--- config.mk ---
export PLATFORM = sky130hd
export DESIGN_NAME = mem_byte_ctrl
export DESIGN_NICKNAME = d
export VERILOG_FILES = /design/src/rtl/mem_byte_ctrl.sv
export SDC_FILE = /design/constraint.sdc
export NUM_CORES = 1
export LEC_CHECK = 0
export CORE_ASPECT_RATIO = 1.75
export CORE_MARGIN = 4
export CORE_UTILIZATION = 30
export DETAILED_ROUTE_END_ITERATION = 10
export HOLD_SLACK_MARGIN = 0.05
export PLACE_DENSITY = 0.58
export SETUP_SLACK_MARGIN = 0.4
export SYNTH_ARGS = -nofsm -noshare
export SYNTH_HDL_FRONTEND = slang
export SYNTH_SLANG_ARGS = --single-unit
--- constraint.sdc ---
create_clock -name CLK -period 6.4 [get_ports CLK]
set_clock_uncertainty 0.15 [all_clocks]
set_input_delay 0.96 -clock CLK [delete_from_list [all_inputs] [get_ports CLK]]
set_output_delay 0.96 -clock CLK [all_outputs]
set_load 0.005 [all_outputs]
--- src/rtl/mem_byte_ctrl.sv ---
// mem_byte_ctrl: word-to-byte bridge between the cache mem port
// and an 8-bit request/acknowledge external memory bus.
module mem_byte_ctrl #(
  parameter int unsigned TIMEOUT   = 0,
  parameter int unsigned CNT_WIDTH = 16
) (
  input  logic        CLK,
  input  logic        RST,
  input  logic [1:0]  rw_flag,
  input  logic [31:0] addr,
  input  logic [31:0] w_data,
  input  logic [3:0]  w_mask,
  output logic [31:0] r_data,
  output logic        busy,
  output logic        done,
  output logic        err,
  output logic        ext_req,
  output logic        ext_we,
  output logic [31:0] ext_addr,
  output logic [7:0]  ext_wdata,
  input  logic [7:0]  ext_rdata,
  input  logic        ext_ack
);

  localparam logic [0:0] S_IDLE = 1'b0;
  localparam logic [0:0] S_XFER = 1'b1;

  localparam logic [CNT_WIDTH-1:0] WD_LAST =
    CNT_WIDTH'(TIMEOUT - 1);

  logic [0:0]           state_q, state_d;
  logic                 busy_q, busy_d;
  logic                 done_q, done_d;
  logic                 err_q, err_d;
  logic [31:0]          r_data_q, r_data_d;
  logic                 ext_req_q, ext_req_d;
  logic                 ext_we_q, ext_we_d;
  logic [31:0]          ext_addr_q, ext_addr_d;
  logic [7:0]           ext_wdata_q, ext_wdata_d;
  logic [CNT_WIDTH-1:0] wd_q, wd_d;
  logic [3:0]           rem_q, rem_d;
  logic                 rd_q, rd_d;
  logic [29:0]          word_q, word_d;
  logic [31:0]          wdat_q, wdat_d;
  logic [31:0]          rbuf_q, rbuf_d;

  logic [3:0]  eff_mask;
  logic [1:0]  fidx;
  logic [1:0]  idx;
  logic [3:0]  rem_n;
  logic [1:0]  nidx;
  logic [31:0] rbuf_n;
  logic        addr_unused;

  assign addr_unused = ^addr[1:0];

  function automatic logic [1:0] first_idx(
    input logic [3:0] m
  );
    if (m[0]) return 2'd0;
    if (m[1]) return 2'd1;
    if (m[2]) return 2'd2;
    return 2'd3;
  endfunction

  always_comb begin
    state_d     = state_q;
    busy_d      = busy_q;
    done_d      = 1'b0;
    err_d       = 1'b0;
    r_data_d    = r_data_q;
    ext_req_d   = ext_req_q;
    ext_we_d    = ext_we_q;
    ext_addr_d  = ext_addr_q;
    ext_wdata_d = ext_wdata_q;
    wd_d        = wd_q;
    rem_d       = rem_q;
    rd_d        = rd_q;
    word_d      = word_q;
    wdat_d      = wdat_q;
    rbuf_d      = rbuf_q;

    // a read always needs all four bytes and wins over a write
    eff_mask = rw_flag[0] ? 4'hF : w_mask;
    fidx     = first_idx(eff_mask);
    idx      = ext_addr_q[1:0];
    rem_n    = rem_q & ~(4'b0001 << idx);
    nidx     = first_idx(rem_n);
    rbuf_n   = rbuf_q;
    rbuf_n[{idx, 3'b000} +: 8] = ext_rdata;

    case (state_q)
      S_IDLE: begin
        if (rw_flag != 2'b00) begin
          rd_d   = rw_flag[0];
          word_d = addr[31:2];
          wdat_d = w_data;
          rem_d  = eff_mask;
          wd_d   = '0;
          if (eff_mask == 4'h0) begin
            done_d = 1'b1;
          end else begin
            state_d     = S_XFER;
            busy_d      = 1'b1;
            ext_req_d   = 1'b1;
            ext_we_d    = ~rw_flag[0];
            ext_addr_d  = {addr[31:2], fidx};
            ext_wdata_d = w_data[{fidx, 3'b000} +: 8];
          end
        end
      end
      S_XFER: begin
        if (ext_ack) begin
          rbuf_d = rbuf_n;
          rem_d  = rem_n;
          wd_d   = '0;
          if (rem_n == 4'h0) begin
            state_d   = S_IDLE;
            busy_d    = 1'b0;
            ext_req_d = 1'b0;
            done_d    = 1'b1;
            if (rd_q) r_data_d = rbuf_n;
          end else begin
            ext_addr_d  = {word_q, nidx};
            ext_wdata_d = wdat_q[{nidx, 3'b000} +: 8];
          end
        end else if (TIMEOUT != 0) begin
          wd_d = wd_q + CNT_WIDTH'(1);
          if (wd_q == WD_LAST) begin
            state_d   = S_IDLE;
            busy_d    = 1'b0;
            ext_req_d = 1'b0;
            done_d    = 1'b1;
            err_d     = 1'b1;
            if (rd_q) r_data_d = 32'hFFFF_FFFF;
          end
        end
      end
      default: state_d = S_IDLE;
    endcase
  end

  always_ff @(posedge CLK or posedge RST) begin
    if (RST) begin
      state_q     <= S_IDLE;
      busy_q      <= 1'b0;
      done_q      <= 1'b0;
      err_q       <= 1'b0;
      r_data_q    <= '0;
      ext_req_q   <= 1'b0;
      ext_we_q    <= 1'b0;
      ext_addr_q  <= '0;
      ext_wdata_q <= '0;
      wd_q        <= '0;
      rem_q       <= '0;
      rd_q        <= 1'b0;
      word_q      <= '0;
      wdat_q      <= '0;
      rbuf_q      <= '0;
    end else begin
      state_q     <= state_d;
      busy_q      <= busy_d;
      done_q      <= done_d;
      err_q       <= err_d;
      r_data_q    <= r_data_d;
      ext_req_q   <= ext_req_d;
      ext_we_q    <= ext_we_d;
      ext_addr_q  <= ext_addr_d;
      ext_wdata_q <= ext_wdata_d;
      wd_q        <= wd_d;
      rem_q       <= rem_d;
      rd_q        <= rd_d;
      word_q      <= word_d;
      wdat_q      <= wdat_d;
      rbuf_q      <= rbuf_d;
    end
  end

  assign r_data    = r_data_q;
  assign busy      = busy_q;
  assign done      = done_q;
  assign err       = err_q;
  assign ext_req   = ext_req_q;
  assign ext_we    = ext_we_q;
  assign ext_addr  = ext_addr_q;
  assign ext_wdata = ext_wdata_q;

endmodule
# == Word-level counts from Yosys, hierarchy flattened ==
# Cells that the tools add are included.
# op_classes
addsub,1
multipliers,0
n_div,0
magnitude_cmp,0
eq_ne,5
shift,5
mux,54
bitwise_logic,5
reduce_logical,10
# ops
op,count
2-to-1 mux 32 bit,4
one-hot mux 32 bit (2 select lines),1
indexed part select 32 x 6 -> 8 bit,2
bitwise mux 32 bit,1
2-to-1 mux 8 bit,4
variable shift 8 x 7 -> 32 bit (first input constant),1
indexed part select 8 x 7 -> 32 bit,1
2-to-1 mux 1 bit,24
2-to-1 mux 2 bit,12
one-hot mux 8 bit (2 select lines),1
2-to-1 mux 4 bit,3
AND reduction 4 bit,3
logical NOT 4 bit,2
inequality test 2 bit (second input constant),4
one-hot mux 4 bit (2 select lines),1
negation 5 -> 7 bit,1
one-hot mux 1 bit (2 select lines),3
AND reduction 2 bit,3
bitwise AND 4 bit,1
inverter 4 bit,1
left shift 1 x 2 -> 4 bit (first input constant),1
inverter 1 bit,3
AND reduction 3 bit,1
inequality test 2 x 1 -> 1 bit (second input constant),1
nonzero test 2 bit,1
# totals
regBits,175
latchBits,0
ram_bits,0
romBits,0
inputBits,81
output_inout_bits,77
word_cells,92
memories,0

# == Logic depth before layout (Yosys ltp) ==
# Gate-level depths: netlist of the first run.
# logic_depth
ltp_word,14
ltp_mapped,9
depth_no_buf,6

# == Least setup slack after synthesis of the first run ==
# Ideal clock, no wire load.
# synth_path
path_kind,input to register
startpoint,input port rw_flag[0]
endpoint,"register ext_addr_q[1], in the netlist ext_addr[1]"
setup_time_ns,0.128
arrival_time_ns,2.119
required_time_ns,6.122
path_slack_ns,4.004
cell_stages,5
cell_sequence,or2_1 o41ai_4 and2_4 buf_6 mux2_1
# synth_via
elab_chain_cells,10
word_cells_on_any_way,20
# synth_lines
element,line_no,text
start: declaration,9,"input logic [1:0] rw_flag,"
2-to-1 mux 4 bit,84,eff_mask = rw_flag[0] ? 4'hF : w_mask;
2-to-1 mux 1 bit (2 in series),62,if (m[2]) return 2'd2;
2-to-1 mux 1 bit,61,if (m[1]) return 2'd1;
2-to-1 mux 2 bit,63,return 2'd3;
2-to-1 mux 2 bit,62,
2-to-1 mux 2 bit,61,
2-to-1 mux 32 bit,100,if (eff_mask == 4'h0) begin
2-to-1 mux 32 bit,94,if (rw_flag != 2'b00) begin
one-hot mux 32 bit (2 select lines),92,case (state_q)
end signal: assignment,168,ext_addr_q <= ext_addr_d;
end: declaration,38,"logic [31:0] ext_addr_q, ext_addr_d;"
# Several ways; a longest one is shown, not always the timed one. The select of a mux whose other input is x is not followed.
# A chain may end at the register's enable or synchronous reset.

# == Worst setup path in the final report of the first run ==
# layout_path
startpoint,"register ext_addr_q[0], in the netlist ext_addr[0]"
endpoint,"register ext_addr_q[1], in the netlist ext_addr[1]"
# layout_via
elab_chain_cells,12
word_cells_on_any_way,20
# layout_lines
element,line_no,text
left shift 1 x 2 -> 4 bit (*),87,rem_n = rem_q & ~(4'b0001 << idx);
inverter 4 bit (*),87,
bitwise AND 4 bit (*),87,
2-to-1 mux 1 bit (2 in series),62,
2-to-1 mux 1 bit,61,
2-to-1 mux 2 bit,63,
2-to-1 mux 2 bit,62,
2-to-1 mux 2 bit,61,
2-to-1 mux 32 bit,117,if (rem_n == 4'h0) begin
2-to-1 mux 32 bit,113,if (ext_ack) begin
one-hot mux 32 bit (2 select lines),92,
# Mark *: on every way between the ends. The rest lies on a longest branch, timed or not. The select of a mux whose other input is x is not followed.

==> results of run 1 <==
## final cells by class
class | instances | area (sq um) | area share [%]
inverter | 18 | 72.6 | 0.679
sequential | 175 | 4380 | 41.0
timing repair buffer | 163 | 1610 | 15.1
multi-input combinational | 536 | 3560 | 33.3
clock inverter | 12 | 135 | 1.26
tap | 369 | 462 | 4.32
clock buffer | 20 | 467 | 4.37
## flip-flops by register name, summed over array words and instances, names as in the netlist, 4 cells and up
signal	cells
ext_addr	32
ext_wdata	8
r_data	32
rbuf_q	32
rem_q	4
wdat_q	32
word_q	30
## cells by family (layout without fill, tap and decap cells)
group | count (synthesis) | count (layout)
fa+ha+maj | 8 | 8
other cells | 1 | 1
compound gates | 159 | 159
buf+inv | 77 | 213
mux | 76 | 76
flops | 175 | 175
simple gates | 292 | 292
## layer usage
| layer | share of wire (%) | wire length (um) | vias to the layer above | track usage, % |
|---|---|---|---|---|
| li1 | - | - | 2976 | - |
| met1 | 38 | 9080 | 3157 | 17.3 |
| met2 | 56 | 13200 | 143 | 29.8 |
| met3 | 4.2 | 1000 | 25 | 3.77 |
| met4 | 2.1 | 489 | 0 | 5.76 |
| met5 | 0 | 0 | - | 0 |
## cells in the final DEF (no fill, tap or decap), types with 3 or more instances in the layout
cell               n
nor2b_1            6
clkbuf_8           3
ha_1               8
nor3_1             3
clkinv_4           5
mux2_4            30
dfrtp_1          174
and2_1             8
clkdlybuf4s50_1  154
nand3b_1           6
nand2_1          212
nand3_1           32
mux2_2             9
nand2b_1           4
a22oi_1            6
a2bb2oi_1          3
inv_1             15
a32o_1             7
a21oi_1           13
o31ai_1            8
or3b_2             6
buf_4              9
clkinv_2           3
mux2i_1           36
clkbuf_16         17
o21ai_0           49
a22o_1            56
## where the power goes
group / internal (mW) / switching (mW) / total, mW
clock network: 0.608 / 0.455 / 1.06
logic: 1.06 / 1.02 / 2.08
registers: 1.60 / 0.298 / 1.90
## worst min-delay path: cells and delay by family, from the launching register on
kind	cells	cell delay [ns]
and+or+nand+nor	2	0.10
DFF	1	0.34
## worst max path at each step
stage / slack, ns / cells after the start / endpoint
2_1_floorplan: 0.54 / 1 / done
6_report: 2.31 / 7 / ext_addr[1]
3_3_place_gp: 2.33 / 7 / ext_addr[1]
3_5_place_dp: 2.30 / 7 / ext_addr[1]
5_1_grt: 2.00 / 7 / ext_addr[1]
4_1_cts: 2.27 / 7 / ext_addr[1]
## metrics by stage
| stage | hold WS [ns] | area, sq um | total power [mW] | cells |
|---|---|---|---|---|
| after floorplan | 0.288 | 8310 | 3.19 | 788 |
| after global placement | 0.304 | 10100 | 3.99 | 1261 |
| after detailed placement | 0.307 | 10100 | 4.03 | 1261 |
| after CTS | 0.325 | 10700 | 5.13 | 1293 |
| after global routing | 0.345 | 10700 | 5.42 | 1293 |
| final | 0.324 | 10700 | 5.04 | 1293 |
==> results.md, run 1 <==
- Mapped Cells: 788
- DR WL/cell: 18.4 um
- Cell taking the most area after synthesis: dfrtp_1
- CP Launch Type: flop
- Async S/R FF share, synth: 100%
- Clock transition at path regs: 0.07 ns
- Worst Hold Path EP: word_q[8]
- Origin of the worst setup path: ext_addr[0]
- # rows: 80
- Final Core Density: 39.1%
- Largest family of logic cells by synthesized area: simple AND/OR/NAND/NOR gates
- Final-stage net count: 1000
- Antenna violations before repair: 0
- Synth Area in Adders: 1.20%
- Flop-to-flop setup slack: 2.31 ns
- Top-area cell type share of the netlist area: 52.7%
- Initial Util: 30.4%
- Post-CTS Hold Fix Bufs: 0
- Grt ovf: 0
- Synth Area in Compound Gates: 14.3%
- Final setup viols: 0
- Antenna cells: 0
- Buffers on Ports: 154
- Peak supply drop: 0.249 mV
- Post-synthesis mux area share: 11.1%
- Clock latency on the worst-skew pair: 0.44 ns
- Max Cap Viol: 0
- Slew Viols, Final: 0
- Leak pwr: 5.01 nW
- CTS Sinks: 175
- Fin Setup TNS: 0 ns
- Critical path's slowest cell: o41ai_4
- Setup Buffers After CTS: 0
- Cell Area, Synth: 8310 sq um
- FF-to-FF End: ext_addr[1]
- Area Growth Syn to Fin: 28.6%
- Layout fillers: 2707
- Crit-path cells: inv_1 > ha_1 > nor2b_4 > o41ai_4 > buf_4 > and2_4 > mux2_1
- Mapped Nets: 877
- Unique cell type count in the Yosys netlist: 54
- Pwr Density: 472 nW/um^2
- Fin. Hold Viols: 0
- H-tree Lvls: 4
- Max_slew headroom: 35.3%
- FMAX: 244 MHz
- Worst endpoint required time: 6.57 ns
- Dpl hpwl: 15900 um
- Die W: 134 um
- Reg-to-Reg Start: ext_addr[0]
- Synth top cells by count: nand2_1 (212), dfrtp_1 (175), a22o_1 (56)
- Synth area leaders: dfrtp_1 (53%), nand2_1 (9.6%), a22o_1 (5.9%)
- TritonRoute pass-1 iters: 5
- CP top delay family: compound AO/OA/AOI/OAI gates
- Predominant post-synthesis flop cell: dfrtp_1
- Longest Clk Path Bufs: 2
- Crit path DAT: 4.27 ns
- Synth Register Bits: 175
- Register-to-Register Path Depth: 7
- Critical Path Max Stage Delay: 0.94 ns
- Crit path time final: 4.09 ns
- First-pass GRT wire length: 38100 um
- Outcome: finished, final reports clean
- Simple-gate share of the synthesized area: 16.1%
- Setup CP Type: reg2reg
- Fin crit share: 63.9%
- Vias: 6301
- Final Wtd Congestion: 0.751
- Setup ws final: 2.31 ns
- Share of cells above drive strength 1: 10.8%
- Hold WC Path Type: reg2reg
- CP Capture Type: flop
- Worst-Margin Slew: 0.967 ns
- Synth warnings: 0
- Gr usage total: 16.0%
- CTS tree: built
- Vias in the first global route: 6673
- Count leader, synth: nand2_1
- CTS root buffer: clkbuf_16
- Crit path buf inv count: 2
- Cts bufs inserted: 17
- Pre-CTS setup slack: 2.30 ns
- CTS resizes: 0
- Core Box Area: 27300 sq um
- Die area: 30500 sq um
- Largest net degree at the start of global routing: 96
- RSZ-0062 raised after global routing: false
- Iter 0 DRT Violations: 390
- Final wirelength: 23800 um
- Hold wc startpoint: word_q[8]
- Die Span Y: 228 um
- Number of remaining DRC errors: 0
- Hold Path Depth: 2
- Synthesized area per cell: 10.5 sq um
- Sequential area share after synthesis: 52.7%
- Worst-path maximum fanout: 40
- Post-Synth XOR/XNOR Area: 0%
- Antenna-violating nets left: 0
- IO Pins: 158
- Vias per cell: 4.87
- Number of synthesized flops with an enable pin: 0
Power figures use the tool's default switching activity.
==> run 2: changes to the inputs <==
--- a/config.mk
+++ b/config.mk
@@ -10,7 +10,7 @@
 export CORE_UTILIZATION = 30
 export DETAILED_ROUTE_END_ITERATION = 10
 export HOLD_SLACK_MARGIN = 0.05
-export PLACE_DENSITY = 0.58
+export PLACE_DENSITY = 0.6
 export SETUP_SLACK_MARGIN = 0.4
 export SYNTH_ARGS = -nofsm -noshare
 export SYNTH_HDL_FRONTEND = slang
==> constraint.sdc (replaced) <==
create_clock -name CLK -period 3.5 [get_ports CLK]
set_clock_uncertainty 0.15 [all_clocks]
set_input_delay 0.525 -clock CLK [delete_from_list [all_inputs] [get_ports CLK]]
set_output_delay 0.525 -clock CLK [all_outputs]
set_load 0.005 [all_outputs]
==> run 2 against run 1 <==
  * Worst hold slack lost 0.014 ns
  * Global-route usage shrank 0.069 points
  * Non-clock buffer count grew 10
  * Register-to-register slack lost 1.6 ns
  * Die area is the same
  * Total power grew 86%
  * Sequential share of layout area shrank 0.53 points
  * Worst setup slack lost 1.6 ns
==> results.md, run 2 (same netlist as run 1, synthesis figures left out) <==
- Vias per cell: 4.81 (-1.3%)
- H-tree Lvls: 4 (unchanged)
- Slew Viols, Final: 0 (unchanged)
- Most frequent cells in the layout: nand2_1 (212), dfrtp_1 (174), clkdlybuf4s50_1 (154)
- Core Box Area: 27300 sq um (unchanged)
- Worst-path maximum fanout: 21 (-48%)
- CTS root buffer: clkbuf_16
- CTS Sinks: 175 (unchanged)
- Sw frac: 34.8% (-0.41 points)
- Longest Clk Path Bufs: 2 (unchanged)
- Largest net degree at the start of global routing: 89 (-7.3%)
- RSZ-0062 raised after global routing: false
- Internal power: 6.12 mW (+87%)
- Layout fillers: 2692 (-0.55%)
- Commonest non-fill, non-tap cell in the layout: nand2_1
- FMAX: 356 MHz (+46%)
- Antenna violations before repair: 0 (unchanged)
- Crit path DAT: 2.98 ns (-1.29 ns)
- Vias: 6268 (-0.52%)
- Crit path buf inv count: 2 (unchanged)
- Leak pwr: 5.07 nW (+1.2%)
- Worst endpoint required time: 3.67 ns (-2.90 ns)
- Outcome: finished, final reports clean
- CP top delay family: simple AND/OR/NAND/NOR gates
- Number of remaining DRC errors: 0 (unchanged)
- Flop-to-flop setup slack: 0.69 ns (-1.62 ns)
- Critical path's slowest cell: dfrtp_1
- Critical Path Max Stage Delay: 0.55 ns (-0.39 ns)
- Die Span Y: 228 um (unchanged)
- Max Cap Viol: 0 (unchanged)
- Part of the power in registers: 37.2% (-0.5 points)
- Clock latency on the worst-skew pair: 0.44 ns (about the same)
- Initial Util: 30.4% (unchanged)
- Combinational Power Share: 40.9% (-0.3 points)
- Max_slew headroom: 30.0% (-5.3 points)
- Antenna cells: 0 (unchanged)
- Fin Setup TNS: 0 ns (unchanged)
- CTS tree: built
- Final setup viols: 0 (unchanged)
- Setup CP Type: reg2reg
- # rows: 80 (unchanged)
- Post-CTS Hold Fix Bufs: 0 (unchanged)
- Buffers on Ports: 154 (unchanged)
- Crit path time final: 2.81 ns (-1.28 ns)
- CP Launch Type: flop
- Worst-Margin Slew: 1.05 ns (+0.0793 ns)
- Final-stage net count: 1010 (+1.0%)
- Final Core Density: 39.6% (+0.51 points)
- Antenna-violating nets left: 0 (unchanged)
- Fin crit share: 80.2% (+16 points)
- CTS resizes: 0 (unchanged)
- Vias in the first global route: 6525 (-2.2%)
- IO Pins: 158 (unchanged)
- Clock transition at path regs: 0.07 ns (about the same)
- Share of cells above drive strength 1: 11.6% (+0.74 points)
- Pwr Density: 866 nW/um^2 (+84%)
- Die W: 134 um (unchanged)
- Gr usage total: 15.9% (-0.069 points)
- FF-to-FF End: r_data[31]
- Die area: 30500 sq um (unchanged)
- Peak supply drop: 0.425 mV (+71%)
- DR WL/cell: 18.2 um (-1.1%)
- Reg-to-Reg Start: ext_addr[0]
- Hold WC Path Type: in2async
- Grt ovf: 0 (unchanged)
- Fin. Hold Viols: 0 (unchanged)
- Dpl hpwl: 16300 um (+2.5%)
- Iter 0 DRT Violations: 394 (+1.0%)
- First-pass GRT wire length: 37800 um (-0.80%)
- Crit-path cells: inv_1 > ha_1 > nor2b_1 > nor4_4 > nand3_4 > buf_12 > mux2_2
- TritonRoute pass-1 iters: 4 (-1)
- Clock power frac: 21.8% (+0.7 points)
- Setup Buffers After CTS: 0 (unchanged)
- Crit path depth: 7 (unchanged)
- Register-to-Register Path Depth: 7 (unchanged)
- Cts bufs inserted: 17 (unchanged)
- Psw: 3.26 mW (+84%)
- Final Wtd Congestion: 0.776 (+3.3%)
- Area Growth Syn to Fin: 30.2%
- Final wirelength: 23700 um (-0.35%)
- CP Capture Type: flop
-- run 2: cell count changes in the layout (fill, tap and decap cells not counted), sizes merged --
cell,change
bufinv,+2
buf,+10
clkinvlp,+3
clkinv,-5
-- run 2: worst max-delay path by stage --
stage                     start         end
floorplan                   RST        done
global placement     rw_flag[0]  word_q[21]
detailed placement  ext_addr[0]  r_data[31]
CTS                 ext_addr[0]  r_data[31]
global route        ext_addr[0]  r_data[31]
finish              ext_addr[0]  r_data[31]
-- run 2: power groups by stage --
stage	clock network, mW	registers (mW)	logic [mW]
global placement	0	3.50	3.85
floorplan	0	3.40	2.44
finish	2.05	3.49	3.84
CTS	2.11	3.50	3.92
global route	2.19	3.60	4.26
detailed placement	0	3.52	3.91
-- run 2: through the flow --
stage / cells / setup WS (ns) / cell area, sq um / hold WS (ns) / power, mW
3_3_place_gp: 1271 / 0.669 / 10200 / 0.303 / 7.35
6_report: 1303 / 0.692 / 10800 / 0.309 / 9.38
3_5_place_dp: 1271 / 0.674 / 10200 / 0.306 / 7.43
4_1_cts: 1303 / 0.654 / 10800 / 0.299 / 9.53
2_1_floorplan: 788 / 0.586 / 8320 / 0.288 / 5.84
5_1_grt: 1303 / 0.521 / 10800 / 0.324 / 10.0
-- run 2: layer usage --
| metal | part of all wire, % | vias to the layer above | global-route usage [%] |
|---|---|---|---|
| met1 | 38 | 3110 | 17.2 |
| li1 | - | 3007 | - |
| met3 | 4.3 | 28 | 4.12 |
| met2 | 56 | 123 | 29.5 |
| met4 | 2.4 | 0 | 5.66 |
| met5 | 0 | - | 0 |
-- run 2: layout make-up --
| type | instances | area, sq um | area share, % |
|---|---|---|---|
| clock inverters | 12 | 183 | 1.69 |
| inverters | 18 | 71.3 | 0.659 |
| flip-flops and latches | 175 | 4380 | 40.5 |
| well taps | 369 | 462 | 4.26 |
| repair buffers | 173 | 1720 | 15.9 |
| clock buffers | 20 | 447 | 4.13 |
| multi-input cells | 536 | 3560 | 32.9 |
==> run 3: changes to the inputs <==
--- a/config.mk
+++ b/config.mk
@@ -10,7 +10,7 @@
 export CORE_UTILIZATION = 30
 export DETAILED_ROUTE_END_ITERATION = 10
 export HOLD_SLACK_MARGIN = 0.05
-export PLACE_DENSITY = 0.6
+export PLACE_DENSITY = 0.58
 export SETUP_SLACK_MARGIN = 0.4
 export SYNTH_ARGS = -nofsm -noshare
 export SYNTH_HDL_FRONTEND = slang
==> constraint.sdc (replaced) <==
create_clock -name CLK -period 2.85 [get_ports CLK]
set_clock_uncertainty 0.15 [all_clocks]
set_input_delay 0.4275 -clock CLK [delete_from_list [all_inputs] [get_ports CLK]]
set_output_delay 0.4275 -clock CLK [all_outputs]
set_load 0.005 [all_outputs]
==> run 3 against run 2 <==
  * Sequential cell count unchanged
  * Total power increased by 23%
  * Non-clock buffer count increased by 16
  * Worst hold slack got worse by 0.20 ns
  * Final area increased by 1.2%
  * Combinational power increased by 30%
  * Critical path depth increased by 2
  * Maximum frequency increased by 21%
  * Sequential share of layout area decreased by 0.48 points
  * Largest power group unchanged
==> results.md, run 3 (same netlist as run 1, synthesis figures left out) <==
- Outcome: finished, final reports clean
- Peak supply drop: 0.549 mV (+29%)
- Post-CTS Hold Fix Bufs: 0 (unchanged)
- Antenna-violating nets left: 0 (unchanged)
- CTS tree: built
- Fin. Hold Viols: 0 (unchanged)
- Pwr Density: 1050 nW/um^2 (+21%)
- Final wirelength: 23900 um (+1.1%)
- Area Growth Syn to Fin: 31.8%
- Slew Viols, Final: 0 (unchanged)
- Vias: 6394 (+2.0%)
- Flop-to-flop setup slack: 0.53 ns (-0.16 ns)
- Worst-path maximum fanout: 14 (-33%)
- Clock power frac: 19.6% (-2.2 points)
- Commonest non-fill, non-tap cell in the layout: nand2_1
- Longest Clk Path Bufs: 2 (unchanged)
- IO Pins: 158 (unchanged)
- Clock transition at path regs: 0.07 ns (about the same)
- Number of remaining DRC errors: 0 (unchanged)
- CP Capture Type: flop
- Antenna violations before repair: 1 (+1)
- Sw frac: 35.2% (+0.47 points)
- # rows: 80 (unchanged)
- CTS Sinks: 175 (unchanged)
- Worst-Margin Slew: 0.563 ns (-0.483 ns)
- CTS root buffer: clkbuf_16
- Share of cells above drive strength 1: 13.4% (+1.8 points)
- Crit path time final: 2.32 ns (-0.490 ns)
- Most frequent cells in the layout: nand2_1 (212), dfrtp_1 (173), clkdlybuf4s50_1 (154)
- Die Span Y: 228 um (unchanged)
- Final setup viols: 0 (unchanged)
- Top sig layer: met4
- Vias in the first global route: 6592 (+1.0%)
- Internal power: 7.45 mW (+22%)
- Core Box Area: 27300 sq um (unchanged)
- Cts bufs inserted: 17 (unchanged)
- Largest net degree at the start of global routing: 65 (-27%)
- Grt ovf: 0 (unchanged)
- Max_slew headroom: 62.4% (+32 points)
- Iter 0 DRT Violations: 414 (+5.1%)
- Part of the power in registers: 37.0% (-0.2 points)
- Fin Setup TNS: 0 ns (unchanged)
- Gr usage total: 16.1% (+0.15 points)
- Final-stage net count: 1026 (+1.6%)
- Vias per cell: 4.84 (+0.70%)
- Die area: 30500 sq um (unchanged)
- Clock latency on the worst-skew pair: 0.44 ns (about the same)
- Leak pwr: 5.15 nW (+1.6%)
- Setup CP Type: reg2reg
- Register-to-Register Path Depth: 9 (+2)
- Combinational Power Share: 43.4% (+2.5 points)
- Max Cap Viol: 0 (unchanged)
- FF-to-FF End: ext_wdata[1]
- Reg-to-Reg Start: ext_addr[0]
- RSZ-0062 raised after global routing: false
- Hold WC Path Type: in2async
- Routed met2 length: 13100 um (-0.67%)
- Crit path DAT: 2.49 ns (-0.49 ns)
- Fin crit share: 81.3% (+1.1 points)
- CP Launch Type: flop
- Buffers on Ports: 154 (unchanged)
- Initial Util: 30.4% (unchanged)
- FMAX: 431 MHz (+21%)
- Final Wtd Congestion: 0.776 (+0.10%)
- M1 WL: 9000 um (+0.76%)
- TritonRoute pass-1 iters: 4 (unchanged)
- Met3 WL: 1190 um (+16%)
- H-tree Lvls: 4 (unchanged)
- First-pass GRT wire length: 38000 um (+0.62%)
- DR WL/cell: 18.1 um (-0.23%)
- Die W: 134 um (unchanged)
- Final Core Density: 40.1% (+0.49 points)
- Psw: 4.05 mW (+24%)
- Worst endpoint required time: 3.03 ns (-0.64 ns)
- Dpl hpwl: 16700 um (+2.3%)
run 3: metrics by stage:
stage	hold slack, ns	cell area, sq um	std cells	total power [mW]	setup slack (ns)
global placement	0.305	10300	1284	9.16	0.347
CTS	0.0930	11000	1319	11.7	0.429
detailed placement	0.306	10300	1284	9.26	0.279
global route	0.113	11000	1320	12.3	0.403
finish	0.113	11000	1320	11.5	0.532
floorplan	0.288	8320	788	7.17	0.0338
run 3: timing repair:
item / in CTS / in global routing
cloned: 1 / 0
hold endpoints to repair: 0 / 0
pin swaps: 2 / 1
resized for setup: 3 / 4
setup buffers: 2 / 0
endpoints found under the setup margin: 7 / 80
run 3: routing by layer:
metal,up-vias,GRT usage (%)
li1,3031,-
met1,3167,17.8
met2,166,28.9
met3,30,3.90
met4,0,6.92
met5,-,0
run 3: cell type report:
class / instances / area, sq um
timing repair buffer: 189 / 1920
inverter: 18 / 71.3
clock buffer: 21 / 450
antenna: 1 / 2.50
tap: 369 / 462
clock inverter: 11 / 108
fill: 2692 / 16400
sequential: 175 / 4380
multi-input combinational: 536 / 3570
run 3: critical path, stage by stage (launching register included):
cell and delay, ns:
dfrtp_1 0.39, inv_2 0.13, ha_1 0.23, nor2b_1 0.09
buf_4 0.16, o41ai_4 0.31, buf_4 0.20, buf_12 0.16
a22oi_1 0.10, a32o_1 0.28
run 3: power by group through the flow:
stage	Clock (mW)	Sequential [mW]	Combinational, mW
after floorplan	0	4.17	3.00
final	2.26	4.26	4.99
after CTS	2.33	4.26	5.08
after detailed placement	0	4.29	4.97
after global routing	2.41	4.40	5.52
after global placement	0	4.27	4.89
run 3: worst max-delay path by stage:
stage,startpoint,end,slack (ns),cells past startpoint
after floorplan,RST,done,0.03,1
after global placement,ext_addr[1],ext_wdata[6],0.35,7
after detailed placement,ext_addr[1],ext_wdata[1],0.28,7
after CTS,ext_addr[1],ext_wdata[4],0.43,7
after global routing,ext_addr[0],ext_wdata[6],0.40,9
final,ext_addr[0],ext_wdata[1],0.53,9
